--- src/rtl/mem_arbiter.sv ---
// mem_arbiter: CPU/host arbiter for one single-port memory; define MEM_ARB_RR_EN for round-robin ties (default: host always wins ties)
module mem_arbiter #(
  parameter int ADDR_W = 16,
  parameter int DATA_W = 16
) (
  input  logic              clk,
  input  logic              reset_n,
  input  logic              cpu_req,
  input  logic              cpu_we,
  input  logic [ADDR_W-1:0] cpu_addr,
  input  logic [DATA_W-1:0] cpu_wdata,
  input  logic              host_req,
  input  logic              host_we,
  input  logic [ADDR_W-1:0] host_addr,
  input  logic [DATA_W-1:0] host_wdata,
  input  logic [DATA_W-1:0] mem_rdata,
  output logic              mem_en,
  output logic              mem_we,
  output logic [ADDR_W-1:0] mem_addr,
  output logic [DATA_W-1:0] mem_wdata,
  output logic              cpu_gnt,
  output logic              host_gnt,
  output logic              cpu_rvalid,
  output logic              host_rvalid,
  output logic [DATA_W-1:0] rdata,
  output logic              cpu_stall
);
  typedef enum logic [1:0] {IDLE, ACCESS, RESP} state_t;
  state_t            r_state, w_next;
  logic              r_we, r_win_host;
  logic [ADDR_W-1:0] r_addr;
  logic [DATA_W-1:0] r_wdata;
  logic              w_any, w_decide, w_take, w_pick_host;
  assign w_any    = cpu_req | host_req;
  assign w_decide = (r_state == IDLE) | (r_state == RESP) | ((r_state == ACCESS) & r_we);
  assign w_take   = w_decide & w_any;
`ifdef MEM_ARB_RR_EN
  logic r_last_host;
  assign w_pick_host = host_req & (~cpu_req | ~r_last_host);
  // remember who won the last arbitration so the next tie goes to the other side
  always_ff @(posedge clk or negedge reset_n)
    if (!reset_n) r_last_host <= 1'b1;
    else if (w_take) r_last_host <= w_pick_host;
`else
  assign w_pick_host = host_req;
`endif
  // state register
  always_ff @(posedge clk or negedge reset_n)
    if (!reset_n) r_state <= IDLE;
    else r_state <= w_next;
  // next state: every decision point goes to ACCESS when anything is requesting; a read parks one cycle in RESP
  always_comb begin
    w_next = IDLE;
    if (w_decide) w_next = w_any ? ACCESS : IDLE;
    else if (r_state == ACCESS) w_next = RESP;
  end
  // capture the winner's access at the decision point; held untouched until the next decision
  always_ff @(posedge clk or negedge reset_n)
    if (!reset_n) begin
      r_addr     <= '0;
      r_wdata    <= '0;
      r_we       <= 1'b0;
      r_win_host <= 1'b0;
    end else if (w_take) begin
      r_addr     <= w_pick_host ? host_addr : cpu_addr;
      r_wdata    <= w_pick_host ? host_wdata : cpu_wdata;
      r_we       <= w_pick_host ? host_we : cpu_we;
      r_win_host <= w_pick_host;
    end
  // outputs decode straight from state so reset clears them without waiting for a clock
  always_comb begin
    mem_en      = r_state == ACCESS;
    mem_we      = mem_en & r_we;
    mem_addr    = r_addr;
    mem_wdata   = r_wdata;
    cpu_gnt     = mem_en & ~r_win_host;
    host_gnt    = mem_en & r_win_host;
    cpu_rvalid  = (r_state == RESP) & ~r_win_host;
    host_rvalid = (r_state == RESP) & r_win_host;
    rdata       = (r_state == RESP) ? mem_rdata : '0;
    cpu_stall   = reset_n & cpu_req & ~cpu_gnt;
  end
endmodule

--- config.mk ---
export PLATFORM = sky130hd
export DESIGN_NAME = mem_arbiter
export DESIGN_NICKNAME = d
export VERILOG_FILES = /design/src/rtl/mem_arbiter.sv
export SDC_FILE = /design/constraint.sdc
export NUM_CORES = 1
export LEC_CHECK = 0
export CAP_MARGIN = 25
export CORE_ASPECT_RATIO = 1.1
export CORE_UTILIZATION = 36
export CTS_BUF_LIST = sky130_fd_sc_hd__clkbuf_8
export DETAILED_ROUTE_END_ITERATION = 16
export GPL_TIMING_DRIVEN = 1
export PLACE_DENSITY = 0.87
export REMOVE_ABC_BUFFERS = 1
export SLEW_MARGIN = 5
export SYNTH_ARGS = -nofsm -noshare
export SYNTH_HDL_FRONTEND = slang
export SYNTH_SLANG_ARGS = --single-unit
export TNS_END_PERCENT = 10
--- constraint.sdc ---
create_clock -name clk -period 1.65 [get_ports clk]
set_input_delay 0.165 -clock clk [delete_from_list [all_inputs] [get_ports clk]]
set_output_delay 0.165 -clock clk [all_outputs]
set_load 0.01 [all_outputs]
Yosys cells after proc, flatten, opt, wreduce, memory -nomap -nowiden

Cells that the tools add are included.

Register bits: 36
Input port bits: 86
Output and inout bits: 55
Logic and storage cells: 28

Equality and inequality tests: 2
Multiplexer cells: 7
Bitwise logic cells: 13
Reduce and logical (&&, ||, !) cells: 1

Operators by type and width:

| kind               | number |
|---|---|
| $mux 16            | 3 |
| $and 1x1->1        | 8 |
| $mux 2             | 2 |
| $or 1x1->1         | 3 |
| $eq 2x1->1 const B | 1 |
| $eq 2x2->1 const B | 1 |
| $logic_not 2->1    | 1 |
| $mux 1             | 2 |
| $not 1->1          | 2 |

Depth between registers and ports, before layout

Gate-level depths: netlist of run 1.

Depth in word-level cells: 4
Depth in mapped cells: 5
Gate-level depth less buffers: 3

Worst setup path after synthesis of run 1

No wires, ideal clock.

Path kind: register to register
Start: reg r_state[1]
End: reg r_addr[0] (netlist: mem_addr[0])
Library setup time: 125 ps
Data arrival time: 1298 ps
Data required time: 1525 ps
Path slack: 227 ps
Cell stages (with the launch flop): 5
Buffers on the path: 1
Period minus slack after synthesis: 1423 ps
Path through: dfrtp_1 > nand2b_4 > a21oi_4 > buf_12 > mux2_2

Cells in the longest elaborated chain, start to end: 4
Elaborated cells between the ends (all ways): 7
Classes of those cells: eq/ne (2); bitwise (4); reduce/logical (1)

Ends and longest elaborated chain:

| item                                             | line | RTL |
|---|---|---|
| start: declaration                               | 29   | `state_t r_state, w_next;` |
| start signal: assignment                         | 50   | `else r_state <= w_next;` |
| $eq 2x2->1 (tied with other cells)               | 35   | `assign w_decide = (r_state == IDLE) \| (r_state == RESP) \| ((r_state == ACCESS) & r_we);` |
| $or 1x1->1 / $and 1x1->1 (equally long branches) | 35   |  |
| $or 1x1->1 *                                     | 35   |  |
| $and 1x1->1 *                                    | 36   | `assign w_take = w_decide & w_any;` |
| end signal: assignment                           | 65   | `r_addr <= w_pick_host ? host_addr : cpu_addr;` |
| end: declaration                                 | 31   | `logic [ADDR_W-1:0] r_addr;` |

Every way passes the cells marked *; elsewhere a longest branch is shown, timed or not.
A chain may end at the register's enable or synchronous reset.

Worst setup path after layout of run 1

Start: reg r_state[0]
End: out rdata[5]

Cells in the longest elaborated chain, start to end: 2

Ends and longest elaborated chain:

| item             | line | RTL |
|---|---|---|
| $eq 2x2->1       | 80   | `rdata = (r_state == RESP) ? mem_rdata : '0;` |
| $mux 16          | 80   |  |
| end: declaration | 25   | `output logic [DATA_W-1:0] rdata,` |

Every way passes these cells.

==> flow_summary.ini, run 1 <==
[global_route]
grt_use_total = 0.191
use_met1 = 0.205
busiest_layer = met2
antenna_found_initial = 0
grt-ovfl-total = 0
grt_pass1_vias = 1758
grtUsageMet3 = 0.0868
grt_pass1_wl_mm = 8.36
grt_use_met2 = 0.337
grt_max_degree = 37

[finish]
drive_gt1_frac = 0.316
register_area_sq_um = 901
fill_cells = 411
antennaDiodeCount = 0
post-route-util = 0.673
nets = 379
final_cell_mix = clkdlybuf4s50_1 (116), mux2_2 (47), dfrtp_1 (36), mux2_4 (19), and2_1 (18)
multi_input_area_sq_um = 1030
syn2layout_area_growth_pct = 79.4
finalNonFillerCells = 369
final_common_cell = clkdlybuf4s50_1

[logic_synthesis]
ys_seq_elements = 36
ys_seq_area_frac = 0.442
synth_cell_type_count = 19
synth.avg_cell_area_sq_um = 14.2
syn_area_sq_um = 2040
synth_top_area_frac = 0.442
yosys-top-cells-area = dfrtp_1 (44%), mux2_2 (26%), mux2_4 (14%), and2_1 (5.5%), buf_12 (2.9%)
yosysTopAreaCell = dfrtp_1
ys_warn_count = 0
synth_cells = 144

[sta]
slew_violations = 0
rsz0062_at_grt = true
period_share = 1.09
tightest_slew_ns = 0.437
hold_viol = 0
setup_ws_ns = -0.156
finClkSkew_ns = 0.00641
period_needed_ns = 1.81
finalSetupViolCount = 1
slew_headroom = 0.709
fmax_mhz = 554

[critical_path]
ff2ff_path_depth = 4
path_max_fanout = 9
max_stage_delay_ns = 0.53
required_ns = 1.48
cp_top_family = buffers and inverters
cp_cell_sequence = nor2b_2 -> buf_4 -> and2_1 -> clkdlybuf4s50_1
rr_endpoint = mem_addr[15]
cp_data_arrival_time_ns = 1.64
r2r_start = r_state[1]
cp-startpoint = r_state[0]
worst-path-stages = 4
crit_path_end_kind = output port
critical_path_class = flop to output port
cp.buffers_inverters = 2
rrSetupSlack_ns = 0.23
cpMaxStageDelayCell = clkdlybuf4s50_1
cp-start-kind = flop

[floorplanning]
core.rowCount = 28
io_pins = 141
die_h_um = 80.9
fp.dieArea_sq_um = 5970
coreArea_sq_um = 5430
die_x_um = 73.7
start_util = 0.375

[clock_network]
cts_max_level = 2
cts-buffers-inserted = 5
clockBufferDepth = 2
clk-insertion-delay-late_ns = 0.29
clock_sinks = 36
cts_tree = done
cts.root.buffer_cell = clkbuf_8
clk_pin_slew_worst_paths_ns = 0.07

[placed_design]
pre_cts_slack_ns = -0.0255
dp_cells = 359
hpwl_mm = 4.17
port_buffers = 140
gp_congestion = 0.691

[route]
first_pass_iters = 4
avgViaCountPerCell = 4.60
vias = 1696
wire_per_inst_um = 14.3
post-route-drc-count = 0
drt-initial-drc-count = 29
ant_nets = 0
routed_wl_mm = 5.28

[worst_hold_path]
hold_depth = 3
hold_class = input pin to flop
min_to = r_win_host
hold_start = host_req

[pwr]
ir_worst_vdd_v = 0.000781
leakage_nw = 1.68
p_total_mw = 5.41
p_per_area_nw_per_um2 = 1480

[status]
status = finished with violations
violations = negative setup slack

[flow_run]
maxCapViolations = 0
-- area by class of cell --
class / count / area share
clock buffer: 7 / 0.0264
clock inverter: 1 / 0.00821
inverter: 2 / 0.00205
multi-input combinational: 98 / 0.282
sequential: 36 / 0.246
tap: 75 / 0.0257
timing repair buffer: 150 / 0.409
-- worst max path at each step --
stage	endpoint	slack, ns
6_report	rdata[5]	-0.16
5_1_grt	rdata[5]	-0.23
4_1_cts	rdata[5]	-0.17
3_5_place_dp	mem_addr[15]	-0.03
3_3_place_gp	mem_addr[15]	0.0005
2_1_floorplan	mem_addr[0]	-0.19
-- stage by stage --
| stage | area (sq um) | hold WS (ns) | TNS (ns) |
|---|---|---|---|
| floorplan | 1930 | -0.131 | -5.16 |
| detailed placement | 3520 | 0.273 | -0.117 |
| CTS | 3640 | 0.421 | -0.875 |
| global placement | 3520 | 0.281 | 0 |
| finish | 3660 | 0.419 | -0.156 |
| global route | 3660 | 0.444 | -0.232 |
-- repair_timing --
item,CTS,global route
gates cloned,1,0
setup endpoints to repair,23,8
hold buffers,1,0
endpoints found under the hold margin,36,0
buffers inserted,0,0
pin swaps,0,0
gates resized for setup,21,9
-- metal layers --
layer	up-vias	wire length, um
li1	797	-
met1	785	1900
met2	110	2620
met3	4	729
met4	0	37
met5	-	0
-- power breakdown --
group | switching (mW) | leakage [nW] | internal, mW
sequential | 0.281 | 0.420 | 1.34
combinational | 1.06 | 1.19 | 1.90
clock | 0.302 | 0.0645 | 0.533
-- tightest hold or removal path, cell delays in order --
cell and delay, ns:
buf_2 0.20, a21boi_0 0.16, o21bai_1 0.14
-- sequential cells by signal, summed over array words and instances, names as in the netlist --
name	cells
mem_addr	16
mem_wdata	16
r_state	2
r_we	1
r_win_host	1
-- cell families (layout without fill, tap and decap cells) --
family,Yosys count,in the layout,synth area share
mux,66,66,0.400
compound gates,4,4,0.0190
flops,36,36,0.442
buf+inv,10,160,0.0552
simple gates,28,28,0.0841
-- Yosys cell counts --
| library cell | instances |
|---|---|
| mux2_4 | 19 |
| clkbuf_1 | 1 |
| nor2_2 | 1 |
| mux2_2 | 47 |
| buf_6 | 3 |
| and2_2 | 1 |
| nor2_1 | 4 |
| nand2b_4 | 1 |
| buf_4 | 1 |
| a21boi_0 | 2 |
| o21bai_1 | 1 |
| nand2_1 | 1 |
| inv_1 | 2 |
| dfrtp_1 | 36 |
| a21oi_4 | 1 |
| buf_12 | 3 |
| nand2b_1 | 1 |
| and2_1 | 18 |
| nor2b_1 | 1 |
Note: power is estimated with default switching activity, not from simulation.
==> inputs of run 2 (changes only) <==
- CORE_MARGIN: unset -> 2
==> run 2 against run 1 <==
Effect of this change: the run now ends clean; maximum frequency is 15% higher; cell count is 0.54% higher; power is 4.1% lower; critical path depth stayed put; clock skew is 0.0020 ns lower; wire length is 3.4% higher; first-iteration DRC count is 45% higher; clock power is 23% lower; combinational power hardly changed; die area is 5.3% higher.
==> flow_summary.ini, run 2 (synthesized netlist as in run 1, its figures left out) <==
[status]
status = completed

[route]
routed_wl_mm = 5.46
vias = 1692
wire_per_inst_um = 14.7
drt-initial-drc-count = 42
post-route-drc-count = 0
ant_nets = 0
avgViaCountPerCell = 4.56
first_pass_iters = 4

[worst_hold_path]
hold_class = flop to flop
hold_depth = 1
hold_start = mem_wdata[14]
min_to = mem_wdata[14]

[global_route]
grt_use_total = 0.180
antenna_found_initial = 0
grt_pass1_vias = 1828
grt-ovfl-total = 0
grt_max_degree = 37
grt_pass1_wl_mm = 8.74

[finish]
syn2layout_area_growth_pct = 78.0
drive_gt1_frac = 0.324
final_cell_mix = clkdlybuf4s50_1 (116), mux2_2 (47), dfrtp_1 (36), mux2_4 (19), and2_1 (18)
post-route-util = 0.668
nets = 381
antennaDiodeCount = 0
final_common_cell = clkdlybuf4s50_1

[floorplanning]
start_util = 0.375
coreArea_sq_um = 5430
core.rowCount = 28
io_pins = 141
die_x_um = 75.7
fp.dieArea_sq_um = 6280
die_h_um = 82.9

[clock_network]
cts.root.buffer_cell = clkbuf_8
clk_pin_slew_worst_paths_ns = 0.07
cts-buffers-inserted = 5
clk-insertion-delay-late_ns = 0.28
clock_sinks = 36
postCtsSetupBuffers = 0
cts_tree = done
cts_max_level = 2
clockBufferDepth = 2

[placed_design]
gp_congestion = 0.738
port_buffers = 140
hpwl_mm = 4.34

[pwr]
p_sw_mw = 1.64
switching_share = 0.316
internal_power_mw = 3.55
p_per_area_nw_per_um2 = 1430
p_seq_frac = 0.310
combPwrFrac = 0.566
clockPowerShare = 0.124
ir_worst_vdd_v = 0.00115
leakage_nw = 1.59
p_total_mw = 5.19

[critical_path]
path_max_fanout = 18
crit_path_end_kind = output port
cp_data_arrival_time_ns = 1.40
ff2ff_path_depth = 4
r2r_start = r_state[1]
cp-start-kind = flop
cpMaxStageDelayCell = dfrtp_1
required_ns = 1.48
cp.buffers_inverters = 2
rr_endpoint = mem_wdata[13]
cp_top_family = flip-flops
worst-path-stages = 4
cp_cell_sequence = nor2b_1 -> buf_6 -> and2_1 -> clkdlybuf4s15_1
rrSetupSlack_ns = 0.22
critical_path_class = flop to output port
max_stage_delay_ns = 0.42

[sta]
whs_ns = 0.509
hold_viol = 0
tightest_slew_ns = 0.461
finClkSkew_ns = 0.00436
finalSetupViolCount = 0
slew_violations = 0
fin_setup_tns_ns = 0
fmax_mhz = 638
period_share = 0.950
rsz0062_at_grt = true
period_needed_ns = 1.57
slew_headroom = 0.692

[flow_run]
maxCapViolations = 0
-- run 2: stage by stage --
stage          area (sq um)  cells  setup WS [ns]
2_1_floorplan          1930    136         -0.192
6_report               3630    371         0.0820
4_1_cts                3630    371         0.0121
3_5_place_dp           3540    362        -0.0662
5_1_grt                3630    371        -0.0188
3_3_place_gp           3540    362        -0.0347
-- run 2: area by class of cell --
type,count,area [sq um]
clock buffers,6,82.6
clock inverters,2,11.3
fillers,414,1800
inverters,2,7.51
multi-input cells,98,1030
flip-flops and latches,36,901
well taps,75,93.8
repair buffers,152,1500
-- run 2: worst max path at each step --
stage                           from  slack [ns]     endpoint
after floorplan           r_state[1]       -0.19  mem_addr[0]
after global placement      host_req       -0.03  mem_addr[8]
after detailed placement    host_req       -0.07  mem_addr[2]
after CTS                 r_state[0]        0.01     rdata[7]
after global routing      r_state[0]       -0.02     rdata[9]
final                     r_state[0]        0.08     rdata[9]
-- run 2: repair_timing --
| item | in CTS | in global routing |
|---|---|---|
| endpoints found under the setup margin | 23 | 19 |
| endpoints found under the hold margin | 36 | 0 |
| pin swaps | 0 | 0 |
| hold buffers | 1 | 0 |
| resized for setup | 24 | 20 |
-- run 2: layer usage --
layer | GRT usage | share of wire
met1 | 0.209 | 0.37
met2 | 0.306 | 0.49
met3 | 0.0607 | 0.12
met4 | 0.0526 | 0.021
met5 | 0 | 0
-- run 2: power groups by stage --
stage | sequential, mW | clock (mW) | combinational, mW
6_report | 1.61 | 0.642 | 2.94
4_1_cts | 1.62 | 0.668 | 2.98
3_5_place_dp | 1.62 | 0 | 3.03
2_1_floorplan | 1.78 | 0 | 1.18
3_3_place_gp | 1.59 | 0 | 2.99
5_1_grt | 1.68 | 0.713 | 3.16
-- run 2: worst register-to-register path, cell delays in order, from the launching register on --
cell	delay [ns]
dfrtp_1	0.40
nand2b_4	0.16
a21oi_4	0.19
buf_4	0.22
mux2_2	0.35
==> edit: new RTL, settings of run 1 <==
`ADDR_W`: 16 -> 14.
--- a/src/rtl/mem_arbiter.sv
+++ b/src/rtl/mem_arbiter.sv
@@ -1,5 +1,5 @@
 // mem_arbiter: CPU/host arbiter for one single-port memory; define MEM_ARB_RR_EN for round-robin ties (default: host always wins ties)
 module mem_arbiter #(
-  parameter int ADDR_W = 16,
+  parameter int ADDR_W = 14,
   parameter int DATA_W = 16
 ) (
Ports: changed (resized cpu_addr, host_addr and mem_addr); port bits go from 141 to 135. No check against the original RTL was run, so the function may have changed too.
==> edit against run 1 <==
Hold slack improved by 0.059 ns. Routed wire length down 6.2%. Synthesized area down 4.0%. Power down 6.3%. Count of clock-buffer cells in the layout shrank 1. Setup slack better by 0.22 ns. Cell area fell by 4.0%. Sequential cell count fell by 2. Clock power decreased by 26%. Largest cell class unchanged. Highest routed layer unchanged.
==> edit: results (changes against run 1) <==
[grt]
grt_pass1_wl_mm=7.94  ; -5.1%
grt_max_degree=35  ; -5.4%
grt_usage_pct=18.1  ; -1.0 points
grt_pass1_vias=1726  ; -1.8%

[place]
place_ws_ns=-0.0594  ; -0.0339 ns
gp_congestion=0.697  ; +0.91%
port_buffers=134  ; -4.3%
hpwl_mm=3.86  ; -7.5%
place_area_mm2=0.00340  ; -3.3%

[clock_network]
postCtsSetupBuffers=0  ; unchanged
root_buffer=clkbuf_8
clkLatencyLatePin_ns=0.28
cts_buffers=5  ; unchanged

[layout]
fillCellCount=379  ; -7.8%
num_antenna_cells=0  ; unchanged
drive_gt1_share_pct=30.6  ; -1.0 points
finish.net_count=365  ; -3.7%

[logic_synthesis]
synth_commonest_cells=dfrtp_1 (34), mux2_2 (33), mux2_4 (29)
yosys-top-cells-area=dfrtp_1 (43%), mux2_4 (22%), mux2_2 (19%)
ys_types=16  ; -3
synth_seq_area_share_pct=43.5  ; -0.72 points

[routing]
finalWirelength_mm=4.95  ; -6.2%
vias=1577  ; -7.0%
dr.first_iter.drc_count=18  ; -38%
drt_pass1_iterations=2  ; -2

[setup_path]
cp_max_fo=4  ; -5
cp_data_arrival_time_ns=1.42  ; -0.22 ns
cp_slowest_cell=clkdlybuf4s50_1

[power]
p_leak_nw=1.60  ; -4.6%
ir_worst_vdd_uv=784  ; +0.48%

[min_path]
hold_path_class=in -> async

[outcome]
run_status=complete, no violations

[timing]
skew_ns=0.00552  ; -0.000893 ns
max-slew-margin-rel_pct=71.3  ; +0.41 points

[edit: cell count changes after synthesis, sizes merged]
cell and delta:
mux2 -4, dfrtp -2
[edit: timing repair]
action | 4_1_cts | 5_1_grt
pin swaps | 0 | 0
endpoints found under the setup margin | 22 | 16
endpoints found under the hold margin | 34 | 0
hold buffers | 1 | 0
cloned | 1 | 0
gates resized for setup | 26 | 7
[edit: worst paths after layout]
| path | start | end | slack, ns | depth (start not counted) |
|---|---|---|---|---|
| max | r_state[1] | mem_en | 0.06 | 3 |
| min | reset_n | mem_addr[10] | 0.48 | 3 |
| max reg2reg | r_state[0] | mem_wdata[9] | 0.21 | 4 |
| min reg2reg | mem_addr[13] | mem_addr[13] | 0.51 | 1 |
| max in group asynchronous | reset_n | r_state[0] | 0.84 | 3 |
| min in group clk | mem_addr[13] | mem_addr[13] | 0.51 | 1 |
[edit: area by class of cell]
| class | count | area (µm²) | area share [%] |
|---|---|---|---|
| sequential | 34 | 852 | 24.3 |
| multi-input combinational | 94 | 1030 | 29.4 |
| tap | 72 | 90.1 | 2.57 |
| clock buffer | 6 | 82.6 | 2.35 |
| timing repair buffer | 146 | 1440 | 41.0 |
| inverter | 2 | 7.51 | 0.214 |
| clock inverter | 2 | 8.76 | 0.249 |
[edit: report_power, final]
group | internal (W) | leakage (nW) | switching, W
clock | 0.000330 | 0.0524 | 0.000286
combinational | 0.00189 | 1.15 | 0.00101
sequential | 0.00127 | 0.396 | 0.000285
[edit: worst reg2reg max path, cell delays in order (launching register included)]
cell     delay, ns
dfrtp_2       0.45
buf_4         0.16
a21oi_4       0.15
buf_12        0.21
mux2_2        0.36
[edit: cell families after synthesis]
kind of cell           after synthesis  synth area share (%)
AOI/OAI and AO/OA                    4                  1.98
buffers and inverters               10                  4.60
DFF                                 34                  43.5
muxes                               62                  41.2
and+or+nand+nor                     28                  8.70
[edit: through the flow]
step           instances  util, %
6_report             356     68.8
5_1_grt              356     68.8
4_1_cts              356     68.6
3_5_place_dp         346     66.7
3_3_place_gp         346     66.7
2_1_floorplan        130        -
[edit: routing by layer]
layer,vias to the layer above,wire length (µm),global-route usage (%)
li1,761,-,-
met1,722,1800,18.2
met2,88,2650,34.1
met3,6,455,6.35
met4,0,42,5.69
met5,-,0,0
